<file path="config.mk">
export PLATFORM = sky130hd
export DESIGN_NAME = knn_dist_sort
export DESIGN_NICKNAME = d
export VERILOG_FILES = /design/src/rtl/knn_dist_sort_pkg.sv /design/src/rtl/knn_dist_sort_sqdist.sv /design/src/rtl/knn_dist_sort.sv
export SDC_FILE = /design/constraint.sdc
export NUM_CORES = 2
export LEC_CHECK = 0
export CAP_MARGIN = 30
export CORE_ASPECT_RATIO = 0.75
export CORE_MARGIN = 10
export CORE_UTILIZATION = 45
export CTS_CLUSTER_DIAMETER = 100
export CTS_CLUSTER_SIZE = 16
export DETAILED_ROUTE_END_ITERATION = 16
export PLACE_DENSITY_LB_ADDON = 0.2
export SLEW_MARGIN = 20
export SYNTH_ARGS = -nofsm -noshare
export SYNTH_HDL_FRONTEND = slang
export SYNTH_SLANG_ARGS = --single-unit
</file>
<file path="constraint.sdc">
create_clock -name clk -period 17.9 [get_ports clk]
set_input_delay 1.79 -clock clk [delete_from_list [all_inputs] [get_ports clk]]
set_output_delay 1.79 -clock clk [all_outputs]
set_load 0.005 [all_outputs]
</file>
<file path="src/rtl/knn_dist_sort_pkg.sv">
// Shared types and helpers for the KNN distance/sort datapath.
package knn_dist_sort_pkg;

  // Top-level control states; encodings are fixed so software-visible debug taps stay stable.
  typedef enum logic [1:0] {
    KnnIdle  = 2'd0,
    KnnRun   = 2'd1,
    KnnDrain = 2'd2,
    KnnDone  = 2'd3
  } knn_state_e;

  // Width of an unsigned squared distance for signed coordinates of width dw.
  function automatic int unsigned knn_dist_w(input int unsigned dw);
    return 2 * dw + 1;
  endfunction

endpackage

</file>
<file path="src/rtl/knn_dist_sort_sqdist.sv">
// Two-stage pipeline: stage 1 forms dx/dy, stage 2 forms dx*dx + dy*dy.
// A flush clears both valid bits so in-flight points never reach the list.
module knn_dist_sort_sqdist
  import knn_dist_sort_pkg::*;
#(
  parameter int unsigned DATA_W  = 16,
  parameter int unsigned LABEL_W = 8,
  localparam int unsigned DIST_W = knn_dist_w(DATA_W)
) (
  input  logic               clk,
  input  logic               rst,
  input  logic               flush,
  input  logic               in_valid,
  input  logic [DATA_W-1:0]  pt_x,
  input  logic [DATA_W-1:0]  pt_y,
  input  logic [LABEL_W-1:0] pt_label,
  input  logic [DATA_W-1:0]  test_x,
  input  logic [DATA_W-1:0]  test_y,
  output logic               busy,
  output logic               out_valid,
  output logic [DIST_W-1:0]  out_dist,
  output logic [LABEL_W-1:0] out_label
);

  logic signed [DATA_W:0]     dx_d, dx_q, dy_d, dy_q;
  logic [LABEL_W-1:0]         lab1_q, lab2_q;
  logic                       v1_d, v1_q, v2_d, v2_q;
  logic signed [2*DATA_W+1:0] sq_x, sq_y;
  logic [DIST_W-1:0]          dist_d, dist_q;

  // Next-state for both stages; differences are sign-extended by one bit so they never wrap.
  always_comb begin
    dx_d   = $signed({pt_x[DATA_W-1], pt_x}) - $signed({test_x[DATA_W-1], test_x});
    dy_d   = $signed({pt_y[DATA_W-1], pt_y}) - $signed({test_y[DATA_W-1], test_y});
    v1_d   = in_valid & ~flush;
    v2_d   = v1_q & ~flush;
    sq_x   = dx_q * dx_q;
    sq_y   = dy_q * dy_q;
    // Each square is at most 2^(2*DATA_W); the sum fits DIST_W bits exactly.
    dist_d = DIST_W'(sq_x) + DIST_W'(sq_y);
  end

  // Pipeline registers with synchronous reset.
  always_ff @(posedge clk) begin
    if (rst) begin
      dx_q   <= '0;
      dy_q   <= '0;
      lab1_q <= '0;
      v1_q   <= 1'b0;
      dist_q <= '0;
      lab2_q <= '0;
      v2_q   <= 1'b0;
    end else begin
      v1_q <= v1_d;
      v2_q <= v2_d;
      if (in_valid) begin
        dx_q   <= dx_d;
        dy_q   <= dy_d;
        lab1_q <= pt_label;
      end
      if (v1_q) begin
        dist_q <= dist_d;
        lab2_q <= lab1_q;
      end
    end
  end

  assign busy      = v1_q | v2_q;
  assign out_valid = v2_q;
  assign out_dist  = dist_q;
  assign out_label = lab2_q;

endmodule

</file>
<file path="src/rtl/knn_dist_sort.sv">
// KNN datapath core: latches a test point, streams reference points through the
// squared-distance pipeline and keeps a sorted list of the K nearest.
module knn_dist_sort
  import knn_dist_sort_pkg::*;
#(
  parameter int unsigned DATA_W  = 16,
  parameter int unsigned LABEL_W = 8,
  parameter int unsigned K       = 10,
  localparam int unsigned IDX_W  = (K > 1) ? $clog2(K) : 1,
  localparam int unsigned DIST_W = knn_dist_w(DATA_W)
) (
  input  logic               clk,
  input  logic               rst,
  input  logic               start,
  input  logic [DATA_W-1:0]  test_x,
  input  logic [DATA_W-1:0]  test_y,
  input  logic               pt_valid,
  output logic               pt_ready,
  input  logic [DATA_W-1:0]  pt_x,
  input  logic [DATA_W-1:0]  pt_y,
  input  logic [LABEL_W-1:0] pt_label,
  input  logic               pt_last,
  output logic               busy,
  output logic               done,
  input  logic [IDX_W-1:0]   rd_idx,
  output logic [DIST_W-1:0]  rd_dist,
  output logic [LABEL_W-1:0] rd_label,
  output logic               rd_valid,
  output logic [31:0]        n_proc
);

  knn_state_e         state_d, state_q;
  logic [DATA_W-1:0]  tx_d, tx_q, ty_d, ty_q;
  logic [31:0]        n_proc_d, n_proc_q;
  logic               accept;
  logic               pipe_busy, ins_valid;
  logic [DIST_W-1:0]  ins_dist;
  logic [LABEL_W-1:0] ins_label;

  logic [K-1:0]       lst_valid_d, lst_valid_q;
  logic [DIST_W-1:0]  lst_dist_d [K];
  logic [DIST_W-1:0]  lst_dist_q [K];
  logic [LABEL_W-1:0] lst_label_d [K];
  logic [LABEL_W-1:0] lst_label_q [K];
  logic [K-1:0]       le;

  logic               rd_in_range;
  logic [IDX_W-1:0]   rd_sel;

  // A start in the same cycle as a transfer wins; the point is dropped.
  assign pt_ready = (state_q == KnnRun);
  assign accept   = pt_valid & pt_ready & ~start;

  knn_dist_sort_sqdist #(
    .DATA_W  (DATA_W),
    .LABEL_W (LABEL_W)
  ) u_sqdist (
    .clk       (clk),
    .rst       (rst),
    .flush     (start),
    .in_valid  (accept),
    .pt_x      (pt_x),
    .pt_y      (pt_y),
    .pt_label  (pt_label),
    .test_x    (tx_q),
    .test_y    (ty_q),
    .busy      (pipe_busy),
    .out_valid (ins_valid),
    .out_dist  (ins_dist),
    .out_label (ins_label)
  );

  // FSM next-state, test point latch and accepted-point counter.
  always_comb begin
    state_d  = state_q;
    tx_d     = tx_q;
    ty_d     = ty_q;
    n_proc_d = n_proc_q;
    if (start) begin
      state_d  = KnnRun;
      tx_d     = test_x;
      ty_d     = test_y;
      n_proc_d = '0;
    end else begin
      unique case (state_q)
        KnnIdle:  state_d = KnnIdle;
        KnnRun:   if (accept && pt_last) state_d = KnnDrain;
        KnnDrain: if (!pipe_busy) state_d = KnnDone;
        KnnDone:  state_d = KnnDone;
        default:  state_d = KnnIdle;
      endcase
      if (accept && (n_proc_q != '1)) n_proc_d = n_proc_q + 32'd1;
    end
  end

  // Parallel insertion: le is a thermometer over the sorted valid prefix, so the first
  // clear bit is the insert position; ties stay ahead of the newcomer.
  always_comb begin
    lst_valid_d = lst_valid_q;
    lst_dist_d  = lst_dist_q;
    lst_label_d = lst_label_q;
    for (int unsigned i = 0; i < K; i++) begin
      le[i] = lst_valid_q[i] && (lst_dist_q[i] <= ins_dist);
    end
    if (start) begin
      lst_valid_d = '0;
    end else if (ins_valid) begin
      if (!le[0]) begin
        lst_valid_d[0] = 1'b1;
        lst_dist_d[0]  = ins_dist;
        lst_label_d[0] = ins_label;
      end
      for (int unsigned i = 1; i < K; i++) begin
        if (!le[i]) begin
          if (le[i-1]) begin
            lst_valid_d[i] = 1'b1;
            lst_dist_d[i]  = ins_dist;
            lst_label_d[i] = ins_label;
          end else begin
            lst_valid_d[i] = lst_valid_q[i-1];
            lst_dist_d[i]  = lst_dist_q[i-1];
            lst_label_d[i] = lst_label_q[i-1];
          end
        end
      end
    end
  end

  // State, test point, counter and list registers.
  always_ff @(posedge clk) begin
    if (rst) begin
      state_q     <= KnnIdle;
      tx_q        <= '0;
      ty_q        <= '0;
      n_proc_q    <= '0;
      lst_valid_q <= '0;
      for (int unsigned i = 0; i < K; i++) begin
        lst_dist_q[i]  <= '0;
        lst_label_q[i] <= '0;
      end
    end else begin
      state_q     <= state_d;
      tx_q        <= tx_d;
      ty_q        <= ty_d;
      n_proc_q    <= n_proc_d;
      lst_valid_q <= lst_valid_d;
      lst_dist_q  <= lst_dist_d;
      lst_label_q <= lst_label_d;
    end
  end

  // Combinational read port; out-of-range or empty entries read as all zeros.
  always_comb begin
    rd_in_range = (32'(rd_idx) < K);
    rd_sel      = rd_in_range ? rd_idx : '0;
    rd_valid    = 1'b0;
    rd_dist     = '0;
    rd_label    = '0;
    if (rd_in_range && lst_valid_q[rd_sel]) begin
      rd_valid = 1'b1;
      rd_dist  = lst_dist_q[rd_sel];
      rd_label = lst_label_q[rd_sel];
    end
  end

  assign busy   = (state_q == KnnRun) || (state_q == KnnDrain);
  assign done   = (state_q == KnnDone);
  assign n_proc = n_proc_q;

endmodule
</file>
== Word-level counts from Yosys, hierarchy flattened ==
Cells that the tools add are included.
Word-level totals
  bits in registers: 571
  input port bits: 81
  output and inout bits: 77
  logic and storage cells: 167
Operators by class
  $add $sub $neg: 4
  $mul: 2
  magnitude comparators: 13
  equal/unequal tests: 8
  multiplexer cells: 43
  bitwise operators: 17
  reduce and logical (&&, ||, !) cells: 38
Operators by type and width (number)
  two-way mux 33 bit: 12
  <= comparator 33 bit: 10
  binary-select mux 33 bit (select 4 bit): 1
  two-way mux 8 bit: 12
  multiplier 17 x 17 -> 33 bit: 2
  subtractor 16 x 16 -> 17 bit: 2
  adder 33 bit: 1
  adder 32 x 1 -> 32 bit (second input constant): 1
  binary-select mux 8 bit (select 4 bit): 1
  != test 32 bit (second input constant): 1
  AND reduction 3 bit: 10
  AND reduction 2 bit: 12
  logical AND 1 bit: 13
  two-way mux 1 bit: 12
  inverter 1 bit: 11
  case mux 2 bit (4 select lines): 1
  greater-or-equal comparator 5 bit (second input constant): 1
  < comparator 4 x 5 -> 1 bit (second input constant): 1
  inverter 4 -> 5 bit: 1
  bitwise AND 1 bit: 4
  binary-select mux 1 bit (select 4 bit): 1
  equality test 2 bit (second input constant): 2
  < comparator 4 bit (second input constant): 1
  two-way mux 2 bit: 2
  10 further kinds: 10

== Longest topological paths before layout ==
  word-level depth: 7
  depth in mapped cells: 30

== Modules after synthesis ==
Synthesis repeated with hierarchy kept, for this count alone.
Unflattened totals
  cell total of the unflattened synthesis: 6338
  area total of the unflattened synthesis: 56675.6 um^2
Modules (own cells, without submodules)
  knn_dist_sort: times used 1, cells an instance 3808, area each 32932.8 um^2
  knn_dist_sort_sqdist: times used 1, cells an instance 2530, area each 23742.8 um^2

== Least setup slack after synthesis ==
OpenSTA, ideal clock, no wires.
  kind: reg2reg
  from: register u_sqdist.dy_q[16]
  to: register u_sqdist.dist_q[32] (netlist: u_sqdist.out_dist[32])
  setup time: 86 ps
  data arrival time: 7301 ps
  setup slack: 10514 ps
  cell stages (with the launch flop): 26
  cells stage by stage: dfxtp_1 > clkbuf_1 > and2_1 > inv_1 > fa_1 > inv_1 > fa_1 > inv_1 > fa_1 > inv_1 > fa_1 > fa_1 > fa_1 > fa_1 > inv_1 > fa_1 > inv_1 > ha_1 > and3_1 > and4_1 > o211ai_1 > nand4_1 > nand3_1 > or3b_2 > xnor2_1 > a211oi_1
On the way
  word-level cells in the longest chain between the ends: 2
RTL lines
  from (decl): RTL line knn_dist_sort_sqdist.sv:25  | logic signed [DATA_W:0] dx_d, dx_q, dy_d, dy_q;
  from (signal assigned): RTL line knn_dist_sort_sqdist.sv:58  | dy_q <= dy_d;
  multiplier 17 x 17 -> 33 bit: RTL line knn_dist_sort_sqdist.sv:38  | sq_y = dy_q * dy_q;
  adder 33 bit: RTL line knn_dist_sort_sqdist.sv:40  | dist_d = DIST_W'(sq_x) + DIST_W'(sq_y);
  to (signal assigned): RTL line knn_dist_sort_sqdist.sv:62  | dist_q <= dist_d;
  to (decl): RTL line knn_dist_sort_sqdist.sv:29  | logic [DIST_W-1:0] dist_d, dist_q;
No other way between the ends.
A chain may end at the register's enable or synchronous reset.

== Final worst setup path ==
  from: register u_sqdist.dy_q[0]
  to: register u_sqdist.dist_q[32] (netlist: u_sqdist.out_dist[32])
The elaborated chain is that of the path after synthesis.

==> flow_metrics.env <==
export IMPL_port_buffers=157
export IMPL_clkSinkCount=571
export IMPL_synth_edff_count=0
export IMPL_arrival_ns=9.10
export IMPL_finalCritPeriodShare_pct=47.75
export IMPL_max_stage_delay_ns=0.87
export IMPL_worst_setup_path_end_kind="flop"
export IMPL_cp_cell_sequence="nand2_1, inv_1, fa_1, fa_1, inv_1, fa_1, inv_1, fa_1, fa_1, fa_1, fa_1, inv_1, fa_1, inv_1, ha_1, and3_1, and4_1, o211ai_1, nand4_1, nand3_1, or3b_2, xnor2_1, a211oi_1"
export IMPL_cts_made_buffers=42
export IMPL_final_common_cell="inv_1"
export IMPL_r2r_end="u_sqdist.out_dist[32]"
export IMPL_final_cells=7859
export IMPL_setup_viol=0
export IMPL_gp_congestion=0.9461
export IMPL_clock_path_buffers=3
export IMPL_min_delay_start="u_sqdist.dx_q[10]"
export IMPL_cp_max_fo=21
export IMPL_track_usage_pct=26.18
export IMPL_crit_family="adder cells"
export IMPL_reg2reg_depth=23
export IMPL_clk_pin_slew_worst_paths_ns=0.08
export IMPL_seq_area_frac_synth_pct=20.28
export IMPL_critPathLaunchType="flop"
export IMPL_syn_area_um2=56370
export IMPL_num_vias=46547
export IMPL_ctsResizeCount=0
export IMPL_crit_top_cell="fa_1"
export IMPL_leakage_uw=0.02624
export IMPL_cts_htree_levels=2
export IMPL_grt_max_degree=144
export IMPL_viasPerCell=5.923
export IMPL_hp_class="reg -> reg"
export IMPL_overflow=0
export IMPL_syn2layout_area_growth_pct=7.338
export IMPL_first_global_vias=46340
export IMPL_drc=0
export IMPL_antenna_left=0
export IMPL_hold_viol_final=0
export IMPL_synth_flop_cell="dfxtp_1"
export IMPL_r2r_start="u_sqdist.dy_q[0]"
export IMPL_final_core_util_pct=48.62
export IMPL_drv_slew=0
export IMPL_io_pins=158
export IMPL_async_flop_share_pct=0
export IMPL_synth_top_area_cell="fa_1"
export IMPL_start_util_pct=45.30
export IMPL_synth_net_count=7466
export IMPL_die_h_um=326.5
export IMPL_ys_ff_latch=571
export IMPL_insertion_delay_ns=0.66
export IMPL_postCtsSetupBuffers=0
export IMPL_ir_drop_mv=0.07167
export IMPL_critPathRequiredTime_ns=18.46
export IMPL_synthTopCellsByArea="fa_1 21%, dfxtp_1 20%, ha_1 11%"
export IMPL_cpMaxStageDelayCell="dfxtp_1"
export IMPL_drt_first_pass_iters=6
export IMPL_holdPathEnd="u_sqdist.dx_q[10]"
export IMPL_cap_violations=0
export IMPL_tns_ns=0
export IMPL_die_area_um2=140000
export IMPL_hold_buffers=0
export IMPL_cts_root_buf="clkbuf_16"
export IMPL_dieWidth_um=428.7
export IMPL_nets=7386
export IMPL_dp_cells=7803
export IMPL_yosys_warnings=0
export IMPL_worstMarginPinSlew_ns=1.085
export IMPL_cts_tree="yes"
export IMPL_dp_hpwl_um=140800
export IMPL_syn_inst=6281
export IMPL_cellPowerDensity_nw_per_um2=45.70
export IMPL_min_period_ns=8.547
export IMPL_outcome="finished, final reports clean"
export IMPL_synth_top_area_share_pct=20.95
export IMPL_core_um2=124400
export IMPL_layout_common_cells="869 x inv_1, 590 x fa_1, 589 x nor2_1"
export IMPL_drive_gt1_share_pct=5.189
export IMPL_rsz0062_at_grt="no"
export IMPL_critPathKind="reg -> reg"
export IMPL_max_freq_ghz=0.1170
export IMPL_ys_types=95
export IMPL_reg2reg_slack_ns=9.35
export IMPL_rows=112
export IMPL_synth_area_per_cell_um2=8.975
export IMPL_cp_depth=23
export IMPL_grt_pass1_wl_um=287900
export IMPL_drtIter0Drc=4970
export IMPL_critPathBufInv=5
export IMPL_hold_depth=2
export IMPL_slew_headroom_pct=26.92
export IMPL_wl_per_cell_um=23.81
export IMPL_antenna_found_initial=2
export IMPL_postRouteWirelength_um=187100
export IMPL_skew_ns=0.08965
-- layout make-up --
cell class | instances | area, µm²
Clock inverter | 6 | 100.1
Fill cell | 11935 | 63930
Antenna cell | 1 | 2.502
Tap cell | 1653 | 2068
Inverter | 871 | 3269
Sequential cell | 571 | 11430
Timing Repair Buffer | 260 | 2436
Multi-Input combinational cell | 4455 | 40140
Clock buffer | 42 | 1051
-- metal layers --
layer	share of wire [%]	up-vias	GRT usage, %
li1	-	21207	-
met1	46	23078	38.70
met2	41	2007	38.67
met3	9.9	253	5.735
met4	2.5	2	5.956
met5	0.025	-	0
-- cell families (layout without fill, tap and decap cells) --
group / count (synthesis) / after routing / share of synthesized area [%]
AOI/OAI and AO/OA: 1215 / 1215 / 15.32
xor gates and xnor gates: 101 / 101 / 1.569
adders and majority gates: 1104 / 1104 / 32.36
buffers and inverters: 1255 / 1179 / 8.839
DFF: 571 / 571 / 20.28
muxes: 438 / 438 / 8.699
other: 0 / 1 / 0
and+or+nand+nor: 1597 / 1597 / 12.93
-- how the worst max path moves through the flow --
| stage | slack (ns) | end | from |
|---|---|---|---|
| after detailed placement | 9.40 | u_sqdist.out_dist[32] | u_sqdist.dy_q[0] |
| after floorplan | 10.51 | u_sqdist.out_dist[32] | u_sqdist.dy_q[16] |
| final | 9.35 | u_sqdist.out_dist[32] | u_sqdist.dy_q[0] |
| after global routing | 8.78 | u_sqdist.out_dist[32] | u_sqdist.dy_q[0] |
| after global placement | 9.55 | u_sqdist.out_dist[32] | u_sqdist.dy_q[0] |
| after CTS | 9.37 | u_sqdist.out_dist[32] | u_sqdist.dy_q[0] |
-- worst reg2reg max path, cell delays in order (launching register included) --
cell      delay [ns]
dfxtp_1         0.87
nand2_1         0.35
inv_1           0.70
fa_1            0.57
fa_1            0.55
inv_1           0.05
fa_1            0.47
inv_1           0.05
fa_1            0.48
fa_1            0.57
fa_1            0.44
fa_1            0.50
inv_1           0.05
fa_1            0.47
inv_1           0.04
ha_1            0.34
and3_1          0.23
and4_1          0.22
o211ai_1        0.16
nand4_1         0.34
nand3_1         0.15
or3b_2          0.46
xnor2_1         0.14
a211oi_1        0.24
-- through the flow --
stage                     worst slack (ns)  area, µm²  hold WS [ns]  total power (µW)
after floorplan                      10.51      56370        0.4360              1635
after CTS                            9.367      60380        0.4601              2767
after global placement               9.547      59190        0.4410              1812
after detailed placement             9.403      59230        0.4490              1819
after global routing                 8.778      60500        0.4881              2861
final                                9.353      60510        0.4618              2765
-- Yosys cell counts, types with 10 or more instances --
library cell / number
a311oi_1: 102
a21oi_1: 301
a211oi_1: 317
buf_2: 87
nand2b_1: 30
a211oi_2: 43
clkbuf_1: 260
o21ai_0: 148
xnor2_1: 71
and3_1: 22
a31oi_1: 13
buf_1: 17
nor3_1: 52
mux4_2: 41
mux2i_1: 392
o211ai_1: 21
nor4_1: 16
nor2b_1: 39
a221oi_1: 48
o21a_1: 21
nand3_1: 102
xor2_1: 30
a21o_1: 37
a311oi_2: 17
or2_2: 11
inv_1: 869
and2_1: 118
nor2_1: 592
nand2_1: 480
ha_1: 514
a2111oi_0: 11
nand4_1: 64
or3_1: 23
dfxtp_1: 571
o21bai_1: 52
fa_1: 590
buf_6: 10
and4_1: 12
-- report_power, final --
part	switching, µW	internal, µW	leakage, µW
registers	19.6	1280	0.00461
clock network	533	428	0.000564
logic	328	173	0.0211
total	881	1880	0.0262
-- sequential cells by signal, indices dropped and copies added (netlist names), 2 cells and up --
name	flops
u_sqdist.out_dist	33
lst_dist_q	330
u_sqdist.dy_q	17
lst_valid_q	10
u_sqdist.lab1_q	8
ty_q	16
tx_q	16
state_q	2
lst_label_q	80
n_proc	32
u_sqdist.dx_q	17
u_sqdist.out_label	8
(Power assumes the default switching activity.)
